### src/rtl/serial_chunk_adder.sv
// -----------------------------------------------------------------------------
// serial_chunk_adder
//   Multi-cycle adder. It adds two WIDTH-bit operands CHUNK bits per clock and
//   passes the carry between chunks through a register. Valid/ready handshakes
//   sit on both sides. It also reports the carry-out and the two's-complement
//   signed overflow.
//
// Parameters:
//   WIDTH  operand/sum width (must be a multiple of CHUNK)
//   CHUNK  bits added per clock; NCHUNK = WIDTH/CHUNK cycles per operation
//
// Ports:
//   clk        clock, rising edge
//   rst        asynchronous active-high reset
//   in_valid   operands/cin presented
//   in_ready   operands accepted this cycle (combinational from out_ready)
//   in1, in2   operands A and B
//   cin        carry-in
//   sub        (only with SERIAL_CHUNK_ADDER_SUBTRACT_EN) 1 = compute A-B
//   out_valid  result available
//   out_ready  consumer takes the result this cycle
//   sum        A+B+cin mod 2^WIDTH
//   cout       carry out of bit WIDTH-1
//   ovf        two's-complement signed overflow
//
// Optional feature macro: SERIAL_CHUNK_ADDER_SUBTRACT_EN
// -----------------------------------------------------------------------------
module serial_chunk_adder #(
  parameter int WIDTH = 16,
  parameter int CHUNK = 4
) (
  input  logic             clk,
  input  logic             rst,
  input  logic             in_valid,
  output logic             in_ready,
  input  logic [WIDTH-1:0] in1,
  input  logic [WIDTH-1:0] in2,
  input  logic             cin,
`ifdef SERIAL_CHUNK_ADDER_SUBTRACT_EN
  input  logic             sub,
`endif
  output logic             out_valid,
  input  logic             out_ready,
  output logic [WIDTH-1:0] sum,
  output logic             cout,
  output logic             ovf
);

  localparam int NCHUNK = WIDTH / CHUNK;
  localparam int IW     = (NCHUNK > 1) ? $clog2(NCHUNK) : 1;
  localparam logic [IW-1:0] LAST_IDX = IW'(NCHUNK - 1);

  typedef enum logic [1:0] {
    IDLE = 2'd0,
    ADD  = 2'd1,
    DONE = 2'd2
  } state_t;

  state_t           state_r;
  state_t           state_nxt_s;
  logic [WIDTH-1:0] a_r;
  logic [WIDTH-1:0] b_r;
  logic [WIDTH-1:0] sum_r;
  logic [IW-1:0]    idx_r;
  logic             carry_r;
  logic             cout_r;
  logic             ovf_r;
  logic             out_valid_r;

  logic             in_ready_s;
  logic             accept_s;
  logic             last_s;
  logic             ovf_s;
  logic [CHUNK-1:0] a_chunk_s;
  logic [CHUNK-1:0] b_chunk_s;
  logic [CHUNK:0]   chunk_sum_s;
  logic [WIDTH-1:0] b_load_s;
  logic             carry_load_s;

  // Operand B and initial carry as loaded on accept (subtract inverts B, forces carry 1)
  always_comb begin
    b_load_s     = in2;
    carry_load_s = cin;
`ifdef SERIAL_CHUNK_ADDER_SUBTRACT_EN
    if (sub) begin
      b_load_s     = ~in2;
      carry_load_s = 1'b1;
    end else begin
      b_load_s     = in2;
      carry_load_s = cin;
    end
`endif
  end

  // Handshake and one-chunk ripple add for the current index
  always_comb begin
    // in_ready is held low during reset so nothing is taken while rst is high
    in_ready_s  = !rst && ((state_r == IDLE) || ((state_r == DONE) && out_ready));
    accept_s    = in_valid && in_ready_s;
    last_s      = (idx_r == LAST_IDX);
    a_chunk_s   = a_r[32'(idx_r) * CHUNK +: CHUNK];
    b_chunk_s   = b_r[32'(idx_r) * CHUNK +: CHUNK];
    chunk_sum_s = {1'b0, a_chunk_s} + {1'b0, b_chunk_s} + {{CHUNK{1'b0}}, carry_r};
    // Overflow: operands agree in sign but the result sign differs
    ovf_s       = (a_r[WIDTH-1] == b_r[WIDTH-1]) &&
                  (chunk_sum_s[CHUNK-1] != a_r[WIDTH-1]);
  end

  // FSM next-state logic
  always_comb begin
    state_nxt_s = state_r;
    case (state_r)
      IDLE: begin
        if (accept_s) state_nxt_s = ADD;
        else          state_nxt_s = IDLE;
      end
      ADD: begin
        if (last_s) state_nxt_s = DONE;
        else        state_nxt_s = ADD;
      end
      DONE: begin
        if (accept_s)       state_nxt_s = ADD;
        else if (out_ready) state_nxt_s = IDLE;
        else                state_nxt_s = DONE;
      end
      default: state_nxt_s = IDLE;
    endcase
  end

  // FSM state register
  always_ff @(posedge clk or posedge rst) begin
    if (rst) state_r <= IDLE;
    else     state_r <= state_nxt_s;
  end

  // Operand, carry, index and result registers
  always_ff @(posedge clk or posedge rst) begin
    if (rst) begin
      a_r         <= {WIDTH{1'b0}};
      b_r         <= {WIDTH{1'b0}};
      sum_r       <= {WIDTH{1'b0}};
      idx_r       <= {IW{1'b0}};
      carry_r     <= 1'b0;
      cout_r      <= 1'b0;
      ovf_r       <= 1'b0;
      out_valid_r <= 1'b0;
    end else begin
      out_valid_r <= (state_nxt_s == DONE);
      if (accept_s) begin
        a_r     <= in1;
        b_r     <= b_load_s;
        carry_r <= carry_load_s;
        idx_r   <= {IW{1'b0}};
      end else if (state_r == ADD) begin
        sum_r[32'(idx_r) * CHUNK +: CHUNK] <= chunk_sum_s[CHUNK-1:0];
        carry_r <= chunk_sum_s[CHUNK];
        if (last_s) begin
          cout_r <= chunk_sum_s[CHUNK];
          ovf_r  <= ovf_s;
        end else begin
          idx_r <= idx_r + IW'(1);
        end
      end
    end
  end

  assign in_ready  = in_ready_s;
  assign out_valid = out_valid_r;
  assign sum       = sum_r;
  assign cout      = cout_r;
  assign ovf       = ovf_r;

endmodule

### config.mk
export PLATFORM = sky130hd
export DESIGN_NAME = serial_chunk_adder
export DESIGN_NICKNAME = d
export VERILOG_FILES = /design/src/rtl/serial_chunk_adder.sv
export SDC_FILE = /design/constraint.sdc
export NUM_CORES = 1
export LEC_CHECK = 0
export ABC_AREA = 1
export CAP_MARGIN = 15
export CORE_ASPECT_RATIO = 1.4
export CORE_UTILIZATION = 51
export DETAILED_ROUTE_END_ITERATION = 10
export PLACE_DENSITY = 0.8
export SLEW_MARGIN = 20
export SYNTH_ARGS = -nofsm -noshare
export SYNTH_HDL_FRONTEND = slang
export SYNTH_SLANG_ARGS = --single-unit
### constraint.sdc
create_clock -name clk -period 3 [get_ports clk]
set_clock_uncertainty 0.05 [all_clocks]
set_input_delay 0.6 -clock clk [delete_from_list [all_inputs] [get_ports clk]]
set_output_delay 0.6 -clock clk [all_outputs]
set_load 0.02 [all_outputs]
==> key figures, run 1 <==
Yosys
  – Number of distinct standard cells referenced by the synthesized netlist: 20
  – Post-synthesis instance total: 327
  – Post-synthesis cell area: 2680 sq um
  – #FFs+latches synth: 56
  – Mean instance size in the synthesized netlist: 8.21 sq um
  – Mux contribution to synthesized area: 0%
  – Complex-gate fraction of the synthesized area: 9.98%
  – Dominant combinational cell family by area after synthesis: simple AND/OR/NAND/NOR gates
  – Proportion of netlist area held by the largest area contributor: 52.2%
  – Dominant cell type by area after synthesis: sky130_fd_sc_hd__dfrtp_1
  – Top post-synthesis cells by area: sky130_fd_sc_hd__dfrtp_1 52%, sky130_fd_sc_hd__nand2_1 18%, sky130_fd_sc_hd__o21ai_0 5.8%, sky130_fd_sc_hd__ha_1 4.2%, sky130_fd_sc_hd__nor2_1 3.6%
  – Seq/Total Area, Yosys: 52.2%
  – Post-Synth Adder-Cell Area: 5.69%
  – Fraction of the mapped netlist area in simple logic gates: 25.6%
  – Yosys synthesis warning count: 0
  – XOR/XNOR Fraction of Synth Area: 0.326%
  – Post-Synthesis Net Count: 375

Routing
  – Count of antenna-violating nets left after detailed routing: 0
  – Starting DRC count in detailed routing: 100
  – Routed WL per cell: 12.7 microns
  – Router iterations before antenna repair: 7
  – Vias per inst: 5.24
  – Vias: 2343
  – Total routed wirelength: 5.68 mm
  – Remaining routing DRC violations: 0

Global routing
  – Maximum number of pins on one net before global-route repair: 33
  – Via count of the first global-routing pass: 2331
  – Remaining Overflow, GRT: 0
  – Initial antenna violation count: 0
  – Wire length of the first global-routing pass: 9.81 mm
  – Total GRT Usage: 22.8%

Power
  – Overall Power: 3.84 mW
  – Leak: 1.68 nW
  – Cell Pwr Density: 1130 nW/um^2
  – Worst vdd ir: 634 uV

Layout
  – Combined area of the multi-input logic cells: 1120 sq um
  – Layout net count: 432
  – Share of final-layout standard cells stronger than drive strength 1: 5.22%
  – Antenna cells: 0
  – Number of filler instances in the final layout: 437
  – Post-synthesis to final-layout area growth: 26.6%
  – Most used cells in the layout excluding fill and tap cells: 131 x sky130_fd_sc_hd__nand2_1, 56 x sky130_fd_sc_hd__dfrtp_1, 56 x sky130_fd_sc_hd__clkdlybuf4s50_1
  – Post-layout instance count excluding filler cells: 447
  – Combined flip-flop and latch cell area: 1400 sq um
  – Most common cell after layout, fill and taps aside: sky130_fd_sc_hd__nand2_1

Critical path
  – Data required time at the worst endpoint: 3.15 ns
  – Crit. End Element: flop
  – Launch point of the worst reg-to-reg path: idx_r[0]$_DFFE_PP0P_
  – Type of the worst setup path: flop to flop
  – Type of element launching the critical path: flop
  – Worst Path Arrival: 2.74 ns
  – Most common cell type on the critical path: sky130_fd_sc_hd__fa_1
  – Delay of the slowest cell on the worst path: 0.50 ns
  – Source of the critical timing path: idx_r[0]$_DFFE_PP0P_
  – Highest fanout seen on the critical path: 21
  – Cell Chain, Critical Path: inv_2 > o21ai_0 > o22ai_1 > fa_1 > fa_1 > xnor2_1 > nor2_1 > nand2_1 > o21ai_1
  – Critical-path cell with the highest stage delay: sky130_fd_sc_hd__dfrtp_1

Floorplanning
  – Die Y: 87.8 microns
  – Area of the core region: 4950 sq um
  – Num rows: 30
  – Horiz. Die Dim: 63.3 microns
  – Area of the die: 5560 sq um
  – Initial cell density of the core: 54.2%
  – Count of pins on the block boundary: 57

Clock network
  – Worst skew pair latency: 0.31 ns
  – Max Buffers Root-to-Sink: 2
  – Root buffer cell: sky130_fd_sc_hd__clkbuf_8
  – Clk sink count: 56
  – CTS Buf Count: 5
  – Post-cts gate resize count: 0
  – Number of hold buffers added after cts: 0
  – TritonCTS clock tree: built
  – Number of H-tree levels: 2
  – Post-CTS setup buffer count: 0
  – Clock slew at reported path FFs: 0.09 ns

STA
  – Number of pins with negative max-slew slack in the final report: 0
  – Sum of negative setup slack: 0 ns
  – Headroom to the max-slew limit: 61.3%
  – Worst-margin pin slew: 0.579 ns
  – Count of endpoints failing hold in the final timing report: 0
  – Count of final setup violators: 0
  – Post-route fraction of the period consumed by the critical path: 86.5%
  – Fmax: 386 MHz
  – RSZ-0062 raised after global routing: no
  – Clock period minus worst slack: 2.59 ns

Placed design
  – Inst Count DP: 441
  – I/O Buffers: 56
  – Routability-driven placement congestion ratio: 0.860
  – HPWL after DPL: 4.26 mm

Outcome
  – Run status: complete, no violations

Flow run
  – Maxcap violations: 0

Hold path
  – Hold crit path type: flop to flop
  – Min-Delay Startpoint: a_r[4]$_DFFE_PP0P_
[cells in the mapped netlist]
library cell and n:
sky130_fd_sc_hd__nand2_1 131, sky130_fd_sc_hd__dfrtp_1 56, sky130_fd_sc_hd__o21ai_0 31, sky130_fd_sc_hd__nor2_1 26, sky130_fd_sc_hd__inv_1 21, sky130_fd_sc_hd__ha_1 9
sky130_fd_sc_hd__nand3_1 9, sky130_fd_sc_hd__o22ai_1 8, sky130_fd_sc_hd__a21oi_1 5, sky130_fd_sc_hd__buf_2 4, sky130_fd_sc_hd__buf_6 4, sky130_fd_sc_hd__nand2_2 4
sky130_fd_sc_hd__clkbuf_1 3, sky130_fd_sc_hd__inv_2 3, sky130_fd_sc_hd__nand4_1 3, sky130_fd_sc_hd__o21ai_1 3, sky130_fd_sc_hd__o31ai_1 3, sky130_fd_sc_hd__fa_1 2
sky130_fd_sc_hd__and2_4 1, sky130_fd_sc_hd__xnor2_1 1
[final cells by class]
cell class,instances,share of cell area [%]
Multi-Input combinational cell,236,32.9
Clock buffer,5,2.03
Clock inverter,1,0.884
Tap cell,64,2.36
Inverter,24,2.65
Sequential cell,56,41.3
Timing Repair Buffer,61,18.0
[sequential cells by signal, summed over array words and instances (netlist names), 2 cells and up]
name,cells
state_r,2
b_r,16
idx_r,2
sum,16
a_r,16
[per-stage QoR]
step	util, %	worst slack (ns)	instance area [sq um]	hold slack [ns]
floorplan	-	0.683	2680	0.394
global placement	66.6	0.445	3300	0.408
detailed placement	66.6	0.429	3300	0.411
CTS	68.6	0.427	3400	0.435
global route	68.6	0.223	3400	0.461
finish	68.6	0.406	3400	0.434
[worst max-delay path: cells and delay by family, from the launching register on]
kind            cells  cell delay [ns]
xor+xnor            1             0.28
compound gates      3             0.40
buf+inv             1             0.21
simple gates        2             0.17
fa+ha+maj           2             0.87
flops               1             0.50
[per-layer routing]
metal	vias to the layer above	global-route usage (%)	routed length [microns]
met2	81	42.9	3020
met3	16	4.04	211
li1	1148	-	-
met4	0	11.8	170
met1	1098	24.2	2270
met5	-	0	0
[final timing paths]
check	end	cells past startpoint	slack, ns
worst max-delay path	sum[14]$_DFFE_PP0P_	9	0.41
worst min-delay path	a_r[4]$_DFFE_PP0P_	2	0.43
worst max register to register	sum[14]$_DFFE_PP0P_	9	0.41
worst min register to register	a_r[4]$_DFFE_PP0P_	2	0.43
max in group asynchronous	b_r[6]$_DFFE_PP0P_	3	1.69
min in group asynchronous	b_r[15]$_DFFE_PP0P_	2	0.66
[logic make-up after synthesis]
group	after synthesis
AND/OR/NAND/NOR	174
flip-flops	56
AO/OA/AOI/OAI	50
buffers and inverters	35
adder cells (fa/ha/maj)	11
XOR/XNOR	1
[power breakdown]
part | total (mW) | internal, mW | switching [mW] | leakage, nW
Sequential | 1.28 | 1.08 | 0.205 | 0.718
Clock | 0.466 | 0.240 | 0.226 | 0.0501
Combinational | 2.09 | 0.801 | 1.29 | 0.909
(Power assumes the default switching activity.)
==> run 2, diff against run 1 <==
MAX_ROUTING_LAYER = met4   (was not set)
==> run 2 against run 1 <==
Against the previous run:
- cell area is the same
- power is essentially flat
- critical endpoint unchanged
- sequential power is essentially flat
- count of clock-buffer cells in the layout is the same
- via count shrank 0.60%
- worst setup slack gained 0.0019 ns
- worst hold slack is essentially flat
- critical path type unchanged
- clock power is essentially flat
- sequential cell count is the same
==> key figures, run 2 (synthesis results as in run 1) <==
Outcome
  – Run status: complete, no violations

Global routing
  – Maximum number of pins on one net before global-route repair: 33
  – Initial antenna violation count: 0
  – Total GRT Usage: 23.6%
  – Via count of the first global-routing pass: 2331
  – Wire length of the first global-routing pass: 9.83 mm
  – Remaining Overflow, GRT: 0

Power
  – Combinational share of power: 54.4%
  – Worst vdd ir: 630 uV
  – Cell Pwr Density: 1130 nW/um^2
  – Seq pwr share: 33.4%
  – Leak: 1.68 nW
  – Sw Ratio: 44.8%
  – Internal portion of total power: 2.12 mW
  – Share of power burned in the clock network: 12.2%
  – P_sw: 1.72 mW

Critical path
  – Setup slack of the most critical reg-to-reg path: 0.41 ns
  – Crit path buffers/inverters: 1
  – Data required time at the worst endpoint: 3.15 ns
  – Delay of the slowest cell on the worst path: 0.50 ns
  – Type of the worst setup path: flop to flop
  – Crit. End Element: flop
  – Launch point of the worst reg-to-reg path: idx_r[0]$_DFFE_PP0P_
  – Critical-path cell with the highest stage delay: sky130_fd_sc_hd__dfrtp_1
  – Most common cell type on the critical path: sky130_fd_sc_hd__fa_1
  – Cell family with most CP delay: adder cells
  – Cell Chain, Critical Path: inv_2 > o21ai_0 > o22ai_1 > fa_1 > fa_1 > xnor2_1 > nor2_1 > nand2_1 > o21ai_1
  – Endpoint of the lowest-slack register-to-register path: sum[14]$_DFFE_PP0P_
  – Type of element launching the critical path: flop
  – Highest fanout seen on the critical path: 21
  – Worst Reg-to-Reg Cells: 9
  – Worst Path Arrival: 2.74 ns

Clock network
  – CTS Buf Count: 5
  – Post-cts gate resize count: 0
  – Clock slew at reported path FFs: 0.10 ns
  – Worst skew pair latency: 0.31 ns
  – Post-CTS setup buffer count: 0
  – Max Buffers Root-to-Sink: 2
  – TritonCTS clock tree: built
  – Root buffer cell: sky130_fd_sc_hd__clkbuf_8
  – Number of H-tree levels: 2
  – Number of hold buffers added after cts: 0
  – Clk sink count: 56

Placed design
  – I/O Buffers: 56
  – Area post-placement: 3300 sq um
  – Routability-driven placement congestion ratio: 0.874
  – HPWL after DPL: 4.26 mm

Floorplanning
  – Die Y: 87.8 microns
  – Count of pins on the block boundary: 57
  – Area of the die: 5560 sq um
  – Area of the core region: 4950 sq um
  – Horiz. Die Dim: 63.3 microns
  – Initial cell density of the core: 54.2%
  – Num rows: 30

Routing
  – Remaining routing DRC violations: 0
  – Router iterations before antenna repair: 5
  – Count of antenna-violating nets left after detailed routing: 0
  – Starting DRC count in detailed routing: 103
  – Routed WL per cell: 12.7 microns
  – Total routed wirelength: 5.66 mm
  – Vias: 2329
  – Vias per inst: 5.21

Layout
  – Post-synthesis to final-layout area growth: 26.6%
  – Layout net count: 432
  – Share of final-layout standard cells stronger than drive strength 1: 5.22%
  – Final design area excluding fillers: 3400 sq um
  – Most used cells in the layout excluding fill and tap cells: 131 x sky130_fd_sc_hd__nand2_1, 56 x sky130_fd_sc_hd__dfrtp_1, 56 x sky130_fd_sc_hd__clkdlybuf4s50_1
  – Most common cell after layout, fill and taps aside: sky130_fd_sc_hd__nand2_1
  – Antenna cells: 0

STA
  – Count of endpoints failing hold in the final timing report: 0
  – Headroom to the max-slew limit: 61.3%
  – RSZ-0062 raised after global routing: no
  – Post-route fraction of the period consumed by the critical path: 86.4%
  – Clock period minus worst slack: 2.59 ns
  – Number of pins with negative max-slew slack in the final report: 0
  – Sum of negative setup slack: 0 ns
  – Worst-margin pin slew: 0.580 ns
  – Count of final setup violators: 0
  – Fmax: 386 MHz

Hold path
  – Hold crit path type: flop to flop
  – WHS Path Cells: 2
  – Min-Delay Startpoint: a_r[4]$_DFFE_PP0P_
  – Endpoint of the worst hold path: a_r[4]$_DFFE_PP0P_

Flow run
  – Maxcap violations: 0
run 2: cell counts in the layout (fill, tap and decap cells not counted):
Identical to the previous run, type by type.
run 2: power by group through the flow:
stage               sequential (mW)  clock [mW]  combinational, mW
global placement               1.29           0               1.98
detailed placement             1.29           0               2.06
finish                         1.28       0.467               2.09
CTS                            1.28       0.468               2.08
global route                   1.32       0.502               2.34
floorplan                      1.35           0               1.35
run 2: layout make-up:
type,count,area [sq um]
multi-input combinational,236,1120
timing repair buffer,61,611
tap,64,80.1
inverter,24,90.1
sequential,56,1400
clock buffer,5,68.8
fill,437,1560
clock inverter,1,30.0
run 2: per-stage QoR:
step	power (mW)	util [%]	hold WS, ns	worst slack (ns)	cells
6_report	3.83	68.6	0.434	0.408	447
5_1_grt	4.16	68.6	0.461	0.223	447
4_1_cts	3.83	68.6	0.435	0.427	447
3_5_place_dp	3.35	66.6	0.411	0.429	441
3_3_place_gp	3.26	66.6	0.408	0.445	441
2_1_floorplan	2.70	-	0.394	0.683	327
run 2: worst max-delay path by stage:
stage,from,endpoint,slack [ns],cells after the start
final,idx_r[0]$_DFFE_PP0P_,sum[14]$_DFFE_PP0P_,0.41,9
after global routing,idx_r[0]$_DFFE_PP0P_,sum[14]$_DFFE_PP0P_,0.22,9
after CTS,rst,in_ready,0.43,4
after detailed placement,rst,in_ready,0.43,4
after global placement,out_ready,in_ready,0.45,5
after floorplan,idx_r[1]$_DFFE_PP0P_,sum[14]$_DFFE_PP0P_,0.68,10
run 2: tightest hold or removal path: stages (launching register included):
cell	delay, ns
sky130_fd_sc_hd__dfrtp_1	0.35
sky130_fd_sc_hd__nand2_1	0.06
sky130_fd_sc_hd__nand2_1	0.05
run 2: routing by layer:
layer  global-route usage, %  up-vias  part of all wire [%]  wire length, microns
li1                        -     1147                     -                     -
met1                    24.5     1090                    40                  2270
met2                    42.7       74                    53                  3000
met3                    4.04       18                   3.6                   202
met4                    11.8        0                   3.2                   181
met5                       -        -                     0                     0
==> run 3, diff against run 2 <==
CAP_MARGIN = 20   (was 15)
==> results of run 3 <==
The final DEF is identical to that of run 2; final timing and power are the same.
